===== src/rtl/ahb_sram_pkg.sv =====
// Shared AHB-Lite encodings and the byte-lane mask decode used by the SRAM bridge.
package ahb_sram_pkg;

  localparam logic [1:0] HTRANS_IDLE   = 2'b00;
  localparam logic [1:0] HTRANS_BUSY   = 2'b01;
  localparam logic [1:0] HTRANS_NONSEQ = 2'b10;
  localparam logic [1:0] HTRANS_SEQ    = 2'b11;

  localparam logic [2:0] HSIZE_BYTE = 3'b000;
  localparam logic [2:0] HSIZE_HALF = 3'b001;
  localparam logic [2:0] HSIZE_WORD = 3'b010;

  localparam int LANES = 4;

  function automatic logic [3:0] byte_mask(input logic [2:0] hsize, input logic [1:0] addr_lo);
    logic [3:0] m;
    case (hsize)
      HSIZE_BYTE: m = 4'b0001 << addr_lo;
      HSIZE_HALF: m = addr_lo[1] ? 4'b1100 : 4'b0011;
      default:    m = 4'b1111;
    endcase
    return m;
  endfunction

endpackage


===== src/rtl/ahb_sram_wbuf.sv =====
// One-entry write buffer: holds a write deferred by a colliding read, requests its
// drain, and merges buffered lanes into SRAM read data when the read hits the buffer.
module ahb_sram_wbuf
  import ahb_sram_pkg::*;
#(
  parameter int WAW = 14
) (
  input  logic           clk_i,
  input  logic           rst_ni,
  input  logic           load_i,
  input  logic           drain_ack_i,
  input  logic [WAW-1:0] ld_addr_i,
  input  logic [3:0]     ld_mask_i,
  input  logic [31:0]    ld_data_i,
  input  logic           rd_ap_i,
  input  logic [WAW-1:0] dp_addr_i,
  input  logic [31:0]    sram_rdata_i,
  output logic           pend_o,
  output logic           drain_req_o,
  output logic [WAW-1:0] buf_addr_o,
  output logic [3:0]     buf_mask_o,
  output logic [31:0]    buf_data_o,
  output logic [31:0]    fwd_rdata_o
);

  logic           pend_q, pend_d;
  logic [WAW-1:0] addr_q, addr_d;
  logic [3:0]     mask_q, mask_d;
  logic [31:0]    data_q, data_d;
  logic           hit_s;

  // Buffer state register
  always_ff @(posedge clk_i or negedge rst_ni) begin
    if (!rst_ni) begin
      pend_q <= 1'b0;
      addr_q <= '0;
      mask_q <= 4'b0000;
      data_q <= 32'h0000_0000;
    end else begin
      pend_q <= pend_d;
      addr_q <= addr_d;
      mask_q <= mask_d;
      data_q <= data_d;
    end
  end

  // Load on a deferred write, clear pend once the drain has used the SRAM port
  always_comb begin
    pend_d = pend_q;
    addr_d = addr_q;
    mask_d = mask_q;
    data_d = data_q;
    if (load_i) begin
      pend_d = 1'b1;
      addr_d = ld_addr_i;
      mask_d = ld_mask_i;
      data_d = ld_data_i;
    end else if (drain_ack_i) begin
      pend_d = 1'b0;
    end else begin
      pend_d = pend_q;
    end
  end

  // Lane-merge forwarding of buffered bytes over stale SRAM data
  always_comb begin
    hit_s       = pend_q && (addr_q == dp_addr_i);
    fwd_rdata_o = sram_rdata_i;
    for (int i = 0; i < LANES; i++) begin
      if (hit_s && mask_q[i]) begin
        fwd_rdata_o[8*i +: 8] = data_q[8*i +: 8];
      end else begin
        fwd_rdata_o[8*i +: 8] = sram_rdata_i[8*i +: 8];
      end
    end
  end

  assign pend_o      = pend_q;
  assign drain_req_o = pend_q & ~rd_ap_i;
  assign buf_addr_o  = addr_q;
  assign buf_mask_o  = mask_q;
  assign buf_data_o  = data_q;

endmodule


===== src/rtl/ahb_sram_bridge.sv =====
// Zero-wait-state AHB-Lite slave driving a single-port synchronous SRAM; reads own the
// port in their address phase, colliding writes are parked in ahb_sram_wbuf.
module ahb_sram_bridge
  import ahb_sram_pkg::*;
#(
  parameter int AW = 16
) (
  input  logic          HCLK,
  input  logic          HRESETn,
  input  logic          HSEL,
  input  logic [AW-1:0] HADDR,
  input  logic [1:0]    HTRANS,
  input  logic [2:0]    HSIZE,
  input  logic          HWRITE,
  input  logic [31:0]   HWDATA,
  input  logic          HREADY,
  output logic          HREADYOUT,
  output logic          HRESP,
  output logic [31:0]   HRDATA,
  input  logic [31:0]   SRAMRDATA,
  output logic [AW-3:0] SRAMADDR,
  output logic [31:0]   SRAMWDATA,
  output logic [3:0]    SRAMWEN,
  output logic          SRAMCS
);

  localparam int WAW = AW - 2;

  logic           xfer_s, rd_ap_s, wr_ap_s;
  logic           dp_read_q, dp_read_d, dp_write_q, dp_write_d;
  logic [WAW-1:0] dp_addr_q, dp_addr_d;
  logic [3:0]     dp_mask_q, dp_mask_d;
  logic           defer_s, drain_req_s, drain_ack_s, buf_pend_s;
  logic [WAW-1:0] buf_addr_s;
  logic [3:0]     buf_mask_s;
  logic [31:0]    buf_data_s, fwd_rdata_s;
  logic           trans_unused_s;

  assign trans_unused_s = HTRANS[0];
  assign xfer_s  = HSEL & HREADY & HTRANS[1];
  assign rd_ap_s = xfer_s & ~HWRITE;
  assign wr_ap_s = xfer_s & HWRITE;

  // Data-phase registers
  always_ff @(posedge HCLK or negedge HRESETn) begin
    if (!HRESETn) begin
      dp_read_q  <= 1'b0;
      dp_write_q <= 1'b0;
      dp_addr_q  <= '0;
      dp_mask_q  <= 4'b0000;
    end else begin
      dp_read_q  <= dp_read_d;
      dp_write_q <= dp_write_d;
      dp_addr_q  <= dp_addr_d;
      dp_mask_q  <= dp_mask_d;
    end
  end

  // Capture the address phase only when the bus advances
  always_comb begin
    dp_read_d  = dp_read_q;
    dp_write_d = dp_write_q;
    dp_addr_d  = dp_addr_q;
    dp_mask_d  = dp_mask_q;
    if (HREADY) begin
      dp_read_d  = rd_ap_s;
      dp_write_d = wr_ap_s;
      dp_addr_d  = HADDR[AW-1:2];
      dp_mask_d  = byte_mask(HSIZE, HADDR[1:0]);
    end else begin
      dp_read_d  = dp_read_q;
      dp_write_d = dp_write_q;
    end
  end

  assign defer_s     = dp_write_q & rd_ap_s;
  assign drain_ack_s = drain_req_s & ~dp_write_q;

  ahb_sram_wbuf #(.WAW(WAW)) u_wbuf (
    .clk_i        (HCLK),
    .rst_ni       (HRESETn),
    .load_i       (defer_s),
    .drain_ack_i  (drain_ack_s),
    .ld_addr_i    (dp_addr_q),
    .ld_mask_i    (dp_mask_q),
    .ld_data_i    (HWDATA),
    .rd_ap_i      (rd_ap_s),
    .dp_addr_i    (dp_addr_q),
    .sram_rdata_i (SRAMRDATA),
    .pend_o       (buf_pend_s),
    .drain_req_o  (drain_req_s),
    .buf_addr_o   (buf_addr_s),
    .buf_mask_o   (buf_mask_s),
    .buf_data_o   (buf_data_s),
    .fwd_rdata_o  (fwd_rdata_s)
  );

  // SRAM port arbitration: read address phase, then direct write, then drain
  always_comb begin
    SRAMCS    = 1'b0;
    SRAMWEN   = 4'b0000;
    SRAMADDR  = HADDR[AW-1:2];
    SRAMWDATA = buf_data_s;
    if (rd_ap_s) begin
      SRAMCS   = 1'b1;
      SRAMADDR = HADDR[AW-1:2];
    end else if (dp_write_q) begin
      SRAMCS    = 1'b1;
      SRAMADDR  = dp_addr_q;
      SRAMWEN   = dp_mask_q;
      SRAMWDATA = HWDATA;
    end else if (buf_pend_s) begin
      SRAMCS    = 1'b1;
      SRAMADDR  = buf_addr_s;
      SRAMWEN   = buf_mask_s;
      SRAMWDATA = buf_data_s;
    end else begin
      SRAMCS  = 1'b0;
      SRAMWEN = 4'b0000;
    end
  end

  assign HRDATA    = dp_read_q ? fwd_rdata_s : 32'h0000_0000;
  assign HREADYOUT = 1'b1;
  assign HRESP     = 1'b0;

endmodule


===== config.mk =====
export PLATFORM = sky130hd
export DESIGN_NAME = ahb_sram_bridge
export DESIGN_NICKNAME = d
export VERILOG_FILES = /design/src/rtl/ahb_sram_pkg.sv /design/src/rtl/ahb_sram_wbuf.sv /design/src/rtl/ahb_sram_bridge.sv
export SDC_FILE = /design/constraint.sdc
export NUM_CORES = 1
export LEC_CHECK = 0
export CAP_MARGIN = 20
export CORE_ASPECT_RATIO = 0.6
export CORE_UTILIZATION = 48
export DETAILED_ROUTE_END_ITERATION = 6
export GPL_ROUTABILITY_DRIVEN = 0
export PLACE_DENSITY = 0.9
export SLEW_MARGIN = 40
export SYNTH_ARGS = -nofsm -noshare
export SYNTH_HDL_FRONTEND = slang
export SYNTH_SLANG_ARGS = --single-unit

===== constraint.sdc =====
create_clock -name HCLK -period 3.9 [get_ports HCLK]
set_input_delay 0.78 -clock HCLK [delete_from_list [all_inputs] [get_ports HCLK]]
set_output_delay 0.78 -clock HCLK [all_outputs]
set_load 0.02 [all_outputs]

==> results of run 1 <==
==> final cells by class <==
cell class / count / area, um^2
multi-input combinational: 309 / 2530
fill: 575 / 2160
clock inverter: 3 / 15.0
timing repair buffer: 185 / 1840
sequential: 71 / 1780
clock buffer: 13 / 280
tap: 112 / 140
inverter: 2 / 7.51
==> final timing paths <==
check                                 startpoint               endpoint  cells after the start
max in group asynchronous                HRESETn              dp_read_q                      1
min in group HCLK          u_wbuf.buf_data_o[29]  u_wbuf.buf_data_o[29]                      1
max reg2reg                           dp_write_q   u_wbuf.buf_addr_o[0]                      4
min                                      HRESETn  u_wbuf.buf_data_o[26]                      1
min reg2reg                u_wbuf.buf_data_o[29]  u_wbuf.buf_data_o[29]                      1
max                                       HWRITE          SRAMWDATA[31]                      6
==> critical path: cells and delay by family <==
family                 cells  cell delay [ps]
buffers and inverters      3             1260
multiplexers               1              370
AND/OR/NAND/NOR            2              380
==> kinds of logic after synthesis <==
kind of cell | share of synthesized area
AO/OA/AOI/OAI | 0.0769
XOR/XNOR | 0.0395
buffers and inverters | 0.0313
flip-flops | 0.400
multiplexers | 0.316
other | 0.00169
AND/OR/NAND/NOR | 0.135
==> power by group <==
part           leakage (uW)  switching (uW)  internal, uW
logic               0.00162             336           419
clock network      0.000151             286           496
registers          0.000903             104           845
==> metal layers <==
layer,part of all wire,GRT usage,vias to the layer above
li1,-,-,1800
met1,0.45,0.320,1817
met2,0.48,0.426,144
met3,0.064,0.0653,14
met4,0.0076,0.0566,0
met5,0,0,-
==> flip-flops by register name, indices dropped and copies added (netlist names) <==
| name | cells |
|---|---|
| dp_mask_q | 4 |
| u_wbuf.buf_addr_o | 14 |
| dp_read_q | 1 |
| u_wbuf.pend_o | 1 |
| u_wbuf.buf_mask_o | 4 |
| dp_write_q | 1 |
| u_wbuf.buf_data_o | 32 |
| dp_addr_q | 14 |
==> synthesized netlist by cell type (all sizes together) <==
library cell,count,share of area
nand2,67,0.057
mux2i,32,0.072
nand2b,2,0.0028
a31oi,17,0.024
nand4b,1,0.0020
and3,1,0.0014
xnor2,14,0.039
mux2,96,0.24
a22oi,17,0.029
nor4,4,0.019
conb,2,0.0017
nand4,8,0.019
dfrtp,71,0.40
clkbuf,17,0.014
or3,1,0.0014
buf,13,0.015
nor2b,14,0.020
inv,2,0.0017
o21ai,19,0.021
a21oi,1,0.0011
and4b,1,0.0023
nor2,11,0.0099
o21bai,1,0.0017
==> per-stage QoR <==
step	hold slack (ps)	power (uW)	worst slack (ps)	util	area, um^2
after floorplan	484	1350	969	-	4440
after global placement	508	1690	299	0.719	6300
after detailed placement	516	1710	299	0.720	6300
after CTS	485	2510	292	0.754	6600
after global routing	519	2600	201	0.754	6600
final	458	2490	289	0.754	6600
==> metrics.yaml, run 1 <==
syn_area_um2: 4440
via_count: 3775
htreeDepth: 3
area_delta_synth_final_pct: 48.6
pin_count: 175
clock.fmax_ghz: 0.277
yosysSeqAreaShare: 0.400
crit_chain: "clkdlybuf4s50_1 > and4b_1 > nor2_4 > buf_12 > mux2_2 > clkdlybuf4s50_1"
dr.pass1.iters: 4
cp-start-kind: "input port"
period_share: 0.926
maxSlewHeadroom: 0.563
finalSetupTns_ps: 0
powerDensity_nw_per_um2: 377
critPathRequiredTime_ps: 3120
crit_top_cell: "clkdlybuf4s50_1"
die_h_um: 76.5
holdBufCountCts: 0
finalSetupViolCount: 0
finalMaxSlewViolations: 0
synth.net_count: 502
cts_buffers: 9
cts.clk_slew.worst_paths_ps: 50
cts.sinks: 71
overflow: 0
rows: 26
max-vdd-ir-drop_v: 0.000258
synth_cell_types: 30
first_iter_violations: 205
max_cap_viol_count: 0
diodes: 0
final_cells: 695
cpMaxStageDelayCell: "clkdlybuf4s50_1"
fin_skew_ps: 6.84
status: "complete, no violations"
yosys_warnings: 0
end_kind: "output port"
power_leakage_uw: 0.00267
port_buffers: 171
worstMarginPinSlew_ps: 656
hold_violations: 0
post_cts_buffers: 0
layout_commonest_cell: "clkdlybuf4s50_1"
place_hpwl_um: 8410
avgSynthCellArea_um2: 10.8
clockBufferDepth: 2
ant_nets: 0
grt_usage: 0.251
clk_latency_ps: 320
crit_fanout: 33
core-area_um2: 8750
ys_ff_latch: 71
die_x_um: 126
tritoncts: "done"
grt_pass1_vias: 3919
initial_core_util: 0.507
grt_max_degree: 72
drc: 0
grt_pass1_wl_um: 19100
post_cts_resized: 0
arrival_ps: 2830
final_cell_mix: "clkdlybuf4s50_1, mux2_2, dfrtp_1"
crit_type: "input port to output port"
synthCells: 412
root_buffer: "clkbuf_16"
wl_um: 11900
rrSetupSlack_ps: 2410
grt_setup_unrepaired: "no"
antenna_found_initial: 0
dp_cells: 679
critPathMaxStageDelay_ps: 560
fin_nets: 668
wl_per_cell_um: 17.1
layout-drive-gt1-share: 0.240
viasPerCell: 5.43
hold_class: "input port to asynchronous set/reset pin"
dieArea_um2: 9650
min_period_ps: 3610
Power figures use the tool's default switching activity.
==> run 2, diff against run 1 <==
Settings changed: CORE_UTILIZATION 48 to 45, PLACE_DENSITY 0.9 to 0.85.
==> metrics.yaml, run 2 (synthesized netlist as in run 1, its figures left out) <==
status: "complete, no violations"
post_cts_buffers: 0  # unchanged
r2r_cells: 4  # unchanged
ant_nets: 0  # unchanged
dieArea_um2: 10300  # +6.5%
final_cells: 710  # +2.2%
cp-start-kind: "register"
hold_class: "input port to asynchronous set/reset pin"
area_delta_synth_final_pct: 47.9
critPathMaxStageDelay_ps: 760  # +200 ps
clockBufferDepth: 2  # unchanged
path_delay_family: "simple AND/OR/NAND/NOR gates"
diodes: 0  # unchanged
holdBufCountCts: 0  # unchanged
postPlaceCellArea_um2: 6300  # about the same
grt_max_degree: 72  # unchanged
tritoncts: "done"
grt_usage: 0.239  # -0.0120
crit_fanout: 8  # -76%
critPathBufInv: 1  # -2
root_buffer: "clkbuf_16"
arrival_ps: 2920  # +90 ps
worstMarginPinSlew_ps: 767  # +111 ps
grt_pass1_vias: 3807  # -2.9%
via_count: 3784  # +0.24%
overflow: 0  # unchanged
critPathRequiredTime_ps: 3120  # about the same
clock.fmax_ghz: 0.270  # -2.4%
die_h_um: 78.9  # +3.2%
die_x_um: 130  # +3.2%
place_ws_ps: 294  # -4.29 ps
timing.rr.start: "dp_write_q"
power_leakage_uw: 0.00264  # -1.2%
crit_chain: "xnor2_2 > nand4_4 > nor4_4 > mux2i_1 > clkdlybuf4s50_1"
rrSetupSlack_ps: 2300  # -110 ps
hold_violations: 0  # unchanged
period_share: 0.949  # +0.0231
path_depth: 5  # -1
endpoint: "HRDATA[25]"
startpoint: "u_wbuf.buf_addr_o[9]"
rows: 27  # +3.8%
final_cell_mix: "clkdlybuf4s50_1, mux2_2, dfrtp_1"
largest_reg_flops: 32  # unchanged
dr.pass1.iters: 4  # unchanged
cts_buffers: 9  # unchanged
cts.sinks: 71  # unchanged
r2r-end: "u_wbuf.buf_addr_o[5]"
finalSetupViolCount: 0  # unchanged
layout_commonest_cell: "clkdlybuf4s50_1"
layout-drive-gt1-share: 0.233  # -0.00738
powerDensity_nw_per_um2: 370  # -1.8%
initial_core_util: 0.474  # -0.0329
fin_ws_ps: 199  # -90.1 ps
fin_nets: 667  # -0.15%
finalSetupTns_ps: 0  # unchanged
antenna_found_initial: 0  # unchanged
wl_um: 11900  # -0.21%
maxSlewHeadroom: 0.485  # -0.0780
hold_slack_ps: 466  # +7.67 ps
post_cts_resized: 0  # unchanged
wl_per_cell_um: 16.8  # -2.3%
clk_latency_ps: 320  # about the same
first_iter_violations: 157  # -23%
grt_setup_unrepaired: "no"
crit_type: "register to output port"
finalMaxSlewViolations: 0  # unchanged
dp_cells: 696  # +2.5%
htreeDepth: 3  # unchanged
post-route-cell-area_um2: 6570  # -0.42%
drc: 0  # unchanged
grt_pass1_wl_um: 18900  # -1.4%
viasPerCell: 5.33  # -1.9%
max-vdd-ir-drop_v: 0.000249  # -3.6%
cpMaxStageDelayCell: "nor4_4"
core-area_um2: 9360  # +6.9%
max_cap_viol_count: 0  # unchanged
port_buffers: 171  # unchanged
place_hpwl_um: 8600  # +2.2%
min_period_ps: 3700  # +90.1 ps
fin_skew_ps: 6.21  # -0.634 ps
end_kind: "output port"
pin_count: 175  # unchanged
cts.clk_slew.worst_paths_ps: 50  # about the same
run 2: cell types whose count changed in the layout (fill, tap and decap cells not counted), sizes merged:
cell | before | now
buf | 15 | 14
clkinv | 3 | 1
run 2: cell type report:
class	instances	area [um^2]
clock buffers	13	260
clock inverters	1	5.00
fillers	693	2790
inverters	2	7.51
multi-input cells	309	2530
flip-flops and latches	71	1780
well taps	130	163
repair buffers	184	1820
run 2: metrics by stage:
stage	util	total power (uW)
after detailed placement	0.673	1710
after CTS	0.702	2460
after global routing	0.702	2540
final	0.702	2430
after floorplan	-	1350
after global placement	0.673	1690
run 2: routing by layer:
layer  global-route usage  part of all wire  vias to the layer above
met1                0.305              0.44                     1836
met5                    0                 0                        -
met4               0.0570            0.0062                        0
met3               0.0640             0.083                        7
met2                0.402              0.47                      140
li1                     -                 -                     1801
run 2: how the worst min path moves through the flow:
stage / start / to / slack (ps) / depth (start not counted)
global route: HRESETn / u_wbuf.buf_data_o[24] / 510 / 1
floorplan: HRESETn / dp_addr_q[0] / 480 / 0
global placement: u_wbuf.buf_data_o[29] / u_wbuf.buf_data_o[29] / 510 / 1
detailed placement: u_wbuf.buf_data_o[14] / u_wbuf.buf_data_o[14] / 520 / 1
CTS: HRESETn / dp_addr_q[4] / 490 / 1
finish: HRESETn / u_wbuf.buf_data_o[26] / 470 / 1
run 2: power breakdown:
| group | switching, uW | leakage (uW) | internal (uW) |
|---|---|---|---|
| Combinational | 333 | 0.00161 | 418 |
| Sequential | 104 | 0.000903 | 845 |
| Clock | 275 | 0.000132 | 457 |
==> run 3, diff against run 2 <==
Settings changed: PLACE_DENSITY 0.85 to unset, PLACE_DENSITY_LB_ADDON set to 0.1.
==> metrics.yaml, run 3 (synthesized netlist as in run 1, its figures left out) <==
area_delta_synth_final_pct: 48.4
dr.pass1.iters: 4  # unchanged
p_int_uw: 1700  # -1.2%
tritoncts: "done"
finalSetupViolCount: 0  # unchanged
place_ws_ps: 240  # -54.3 ps
grt_pass1_vias: 3917  # +2.9%
initial_core_util: 0.474  # unchanged
hold_slack_ps: 454  # -11.9 ps
clock.fmax_ghz: 0.268  # -0.93%
crit_chain: "xnor2_1 > nand4_2 > nor4_4 > mux2i_1 > clkdlybuf4s50_1"
clk_latency_ps: 330  # about the same
antenna_found_initial: 0  # unchanged
layout-drive-gt1-share: 0.237  # +0.00435
grt_pass1_wl_um: 19700  # +4.3%
root_buffer: "clkbuf_16"
crit_fanout: 8  # unchanged
wl_per_cell_um: 17.8  # +6.1%
rows: 27  # unchanged
die_h_um: 78.9  # unchanged
fin_skew_ps: 3.99  # -2.22 ps
largest_reg_flops: 32  # unchanged
period_share: 0.958  # +0.00895
viasPerCell: 5.38  # +1.0%
pin_count: 175  # unchanged
fillers: 708  # +2.2%
combPwrFrac: 0.312  # +0.003
critPathRequiredTime_ps: 3120  # about the same
fin_nets: 670  # +0.45%
path_depth: 5  # unchanged
power.switching_uw: 728  # +2.4%
cpMaxStageDelayCell: "nor4_4"
die_x_um: 130  # unchanged
critPathMaxStageDelay_ps: 760  # about the same
end_kind: "output port"
finalMaxSlewViolations: 0  # unchanged
hold_violations: 0  # unchanged
post_cts_buffers: 0  # unchanged
cts.clk_slew.worst_paths_ps: 50  # about the same
cp-start-kind: "register"
core-area_um2: 9360  # unchanged
critPathBufInv: 1  # unchanged
path_delay_family: "simple AND/OR/NAND/NOR gates"
cts_buffers: 9  # unchanged
grt_setup_unrepaired: "no"
via_count: 3833  # +1.3%
status: "complete, no violations"
clock_power_share: 0.297  # -0.004
diodes: 0  # unchanged
fin_ws_ps: 164  # -34.9 ps
clockBufferDepth: 2  # unchanged
htreeDepth: 3  # unchanged
arrival_ps: 2960  # +40 ps
maxSlewHeadroom: 0.480  # -0.00458
cts.sinks: 71  # unchanged
powerDensity_nw_per_um2: 368  # -0.51%
grt_max_degree: 72  # unchanged
power.total_uw: 2430  # -0.16%
grt_usage: 0.253  # +0.0147
place_hpwl_um: 9140  # +6.2%
holdBufCountCts: 0  # unchanged
overflow: 0  # unchanged
r2r_cells: 4  # unchanged
finalSetupTns_ps: 0  # unchanged
max-vdd-ir-drop_v: 0.000212  # -15%
crit_type: "register to output port"
ant_nets: 0  # unchanged
p_seq_frac: 0.391  # about the same
power_leakage_uw: 0.00265  # +0.50%
worstMarginPinSlew_ps: 774  # +6.81 ps
sw_frac_of_total: 0.300  # +0.00744
max_cap_viol_count: 0  # unchanged
layout_commonest_cell: "clkdlybuf4s50_1"
dieArea_um2: 10300  # unchanged
hold_class: "input port to asynchronous set/reset pin"
port_buffers: 171  # unchanged
first_iter_violations: 167  # +6.4%
wl_um: 12700  # +6.4%
postLayoutCoreUtil: 0.704  # +0.00241
drc: 0  # unchanged
min_period_ps: 3740  # +34.9 ps
final_cell_mix: "clkdlybuf4s50_1, mux2_2, dfrtp_1"
post_cts_resized: 0  # unchanged
-- run 3: cell types whose count changed in the layout (fill, tap and decap cells not counted) --
cell and change:
clkbuf_1 -1, clkinv_2 +1, buf_4 +2, clkbuf_8 -1, buf_12 +1
-- run 3: layout make-up --
class / instances / area (um^2) / share of cell area
Clock inverter: 2 / 10.0 / 0.00152
Sequential cell: 71 / 1780 / 0.270
Multi-Input combinational cell: 309 / 2530 / 0.384
Clock buffer: 11 / 243 / 0.0368
Inverter: 2 / 7.51 / 0.00114
Timing Repair Buffer: 187 / 1860 / 0.282
Tap cell: 130 / 163 / 0.0247
-- run 3: metal layers --
layer	wire, um	GRT usage
met4	173	0.0767
met5	0	0
met3	972	0.0701
met1	5390	0.318
met2	6120	0.425
-- run 3: power groups by stage --
stage | Clock, uW | Sequential (uW) | Combinational (uW)
4_1_cts | 742 | 948 | 764
2_1_floorplan | 0 | 927 | 425
5_1_grt | 767 | 965 | 805
6_report | 721 | 949 | 759
3_3_place_gp | 0 | 949 | 742
3_5_place_dp | 0 | 960 | 759
-- run 3: path summary, 6_finish.rpt --
kind                                            from                     to  slack (ps)
worst max-delay path                    dp_addr_q[8]              HRDATA[9]         160
worst min-delay path                         HRESETn   u_wbuf.buf_data_o[6]         450
worst max register to register            dp_write_q  u_wbuf.buf_data_o[14]        2070
worst min register to register  u_wbuf.buf_data_o[1]   u_wbuf.buf_data_o[1]         530
max in group asynchronous                    HRESETn              dp_read_q        2950
min in group HCLK               u_wbuf.buf_data_o[1]   u_wbuf.buf_data_o[1]         530
-- run 3: worst reg2reg max path, delay by kind of cell, from the launching register on --
kind                   cells  cell delay [ps]
muxes                      1              370
and+or+nand+nor            1              410
DFF                        1              370
buffers and inverters      2              570
-- run 3: metrics by stage --
step	instances	instance area [um^2]
floorplan	412	4440
global placement	699	6330
detailed placement	699	6340
CTS	712	6590
global route	712	6590
finish	712	6590
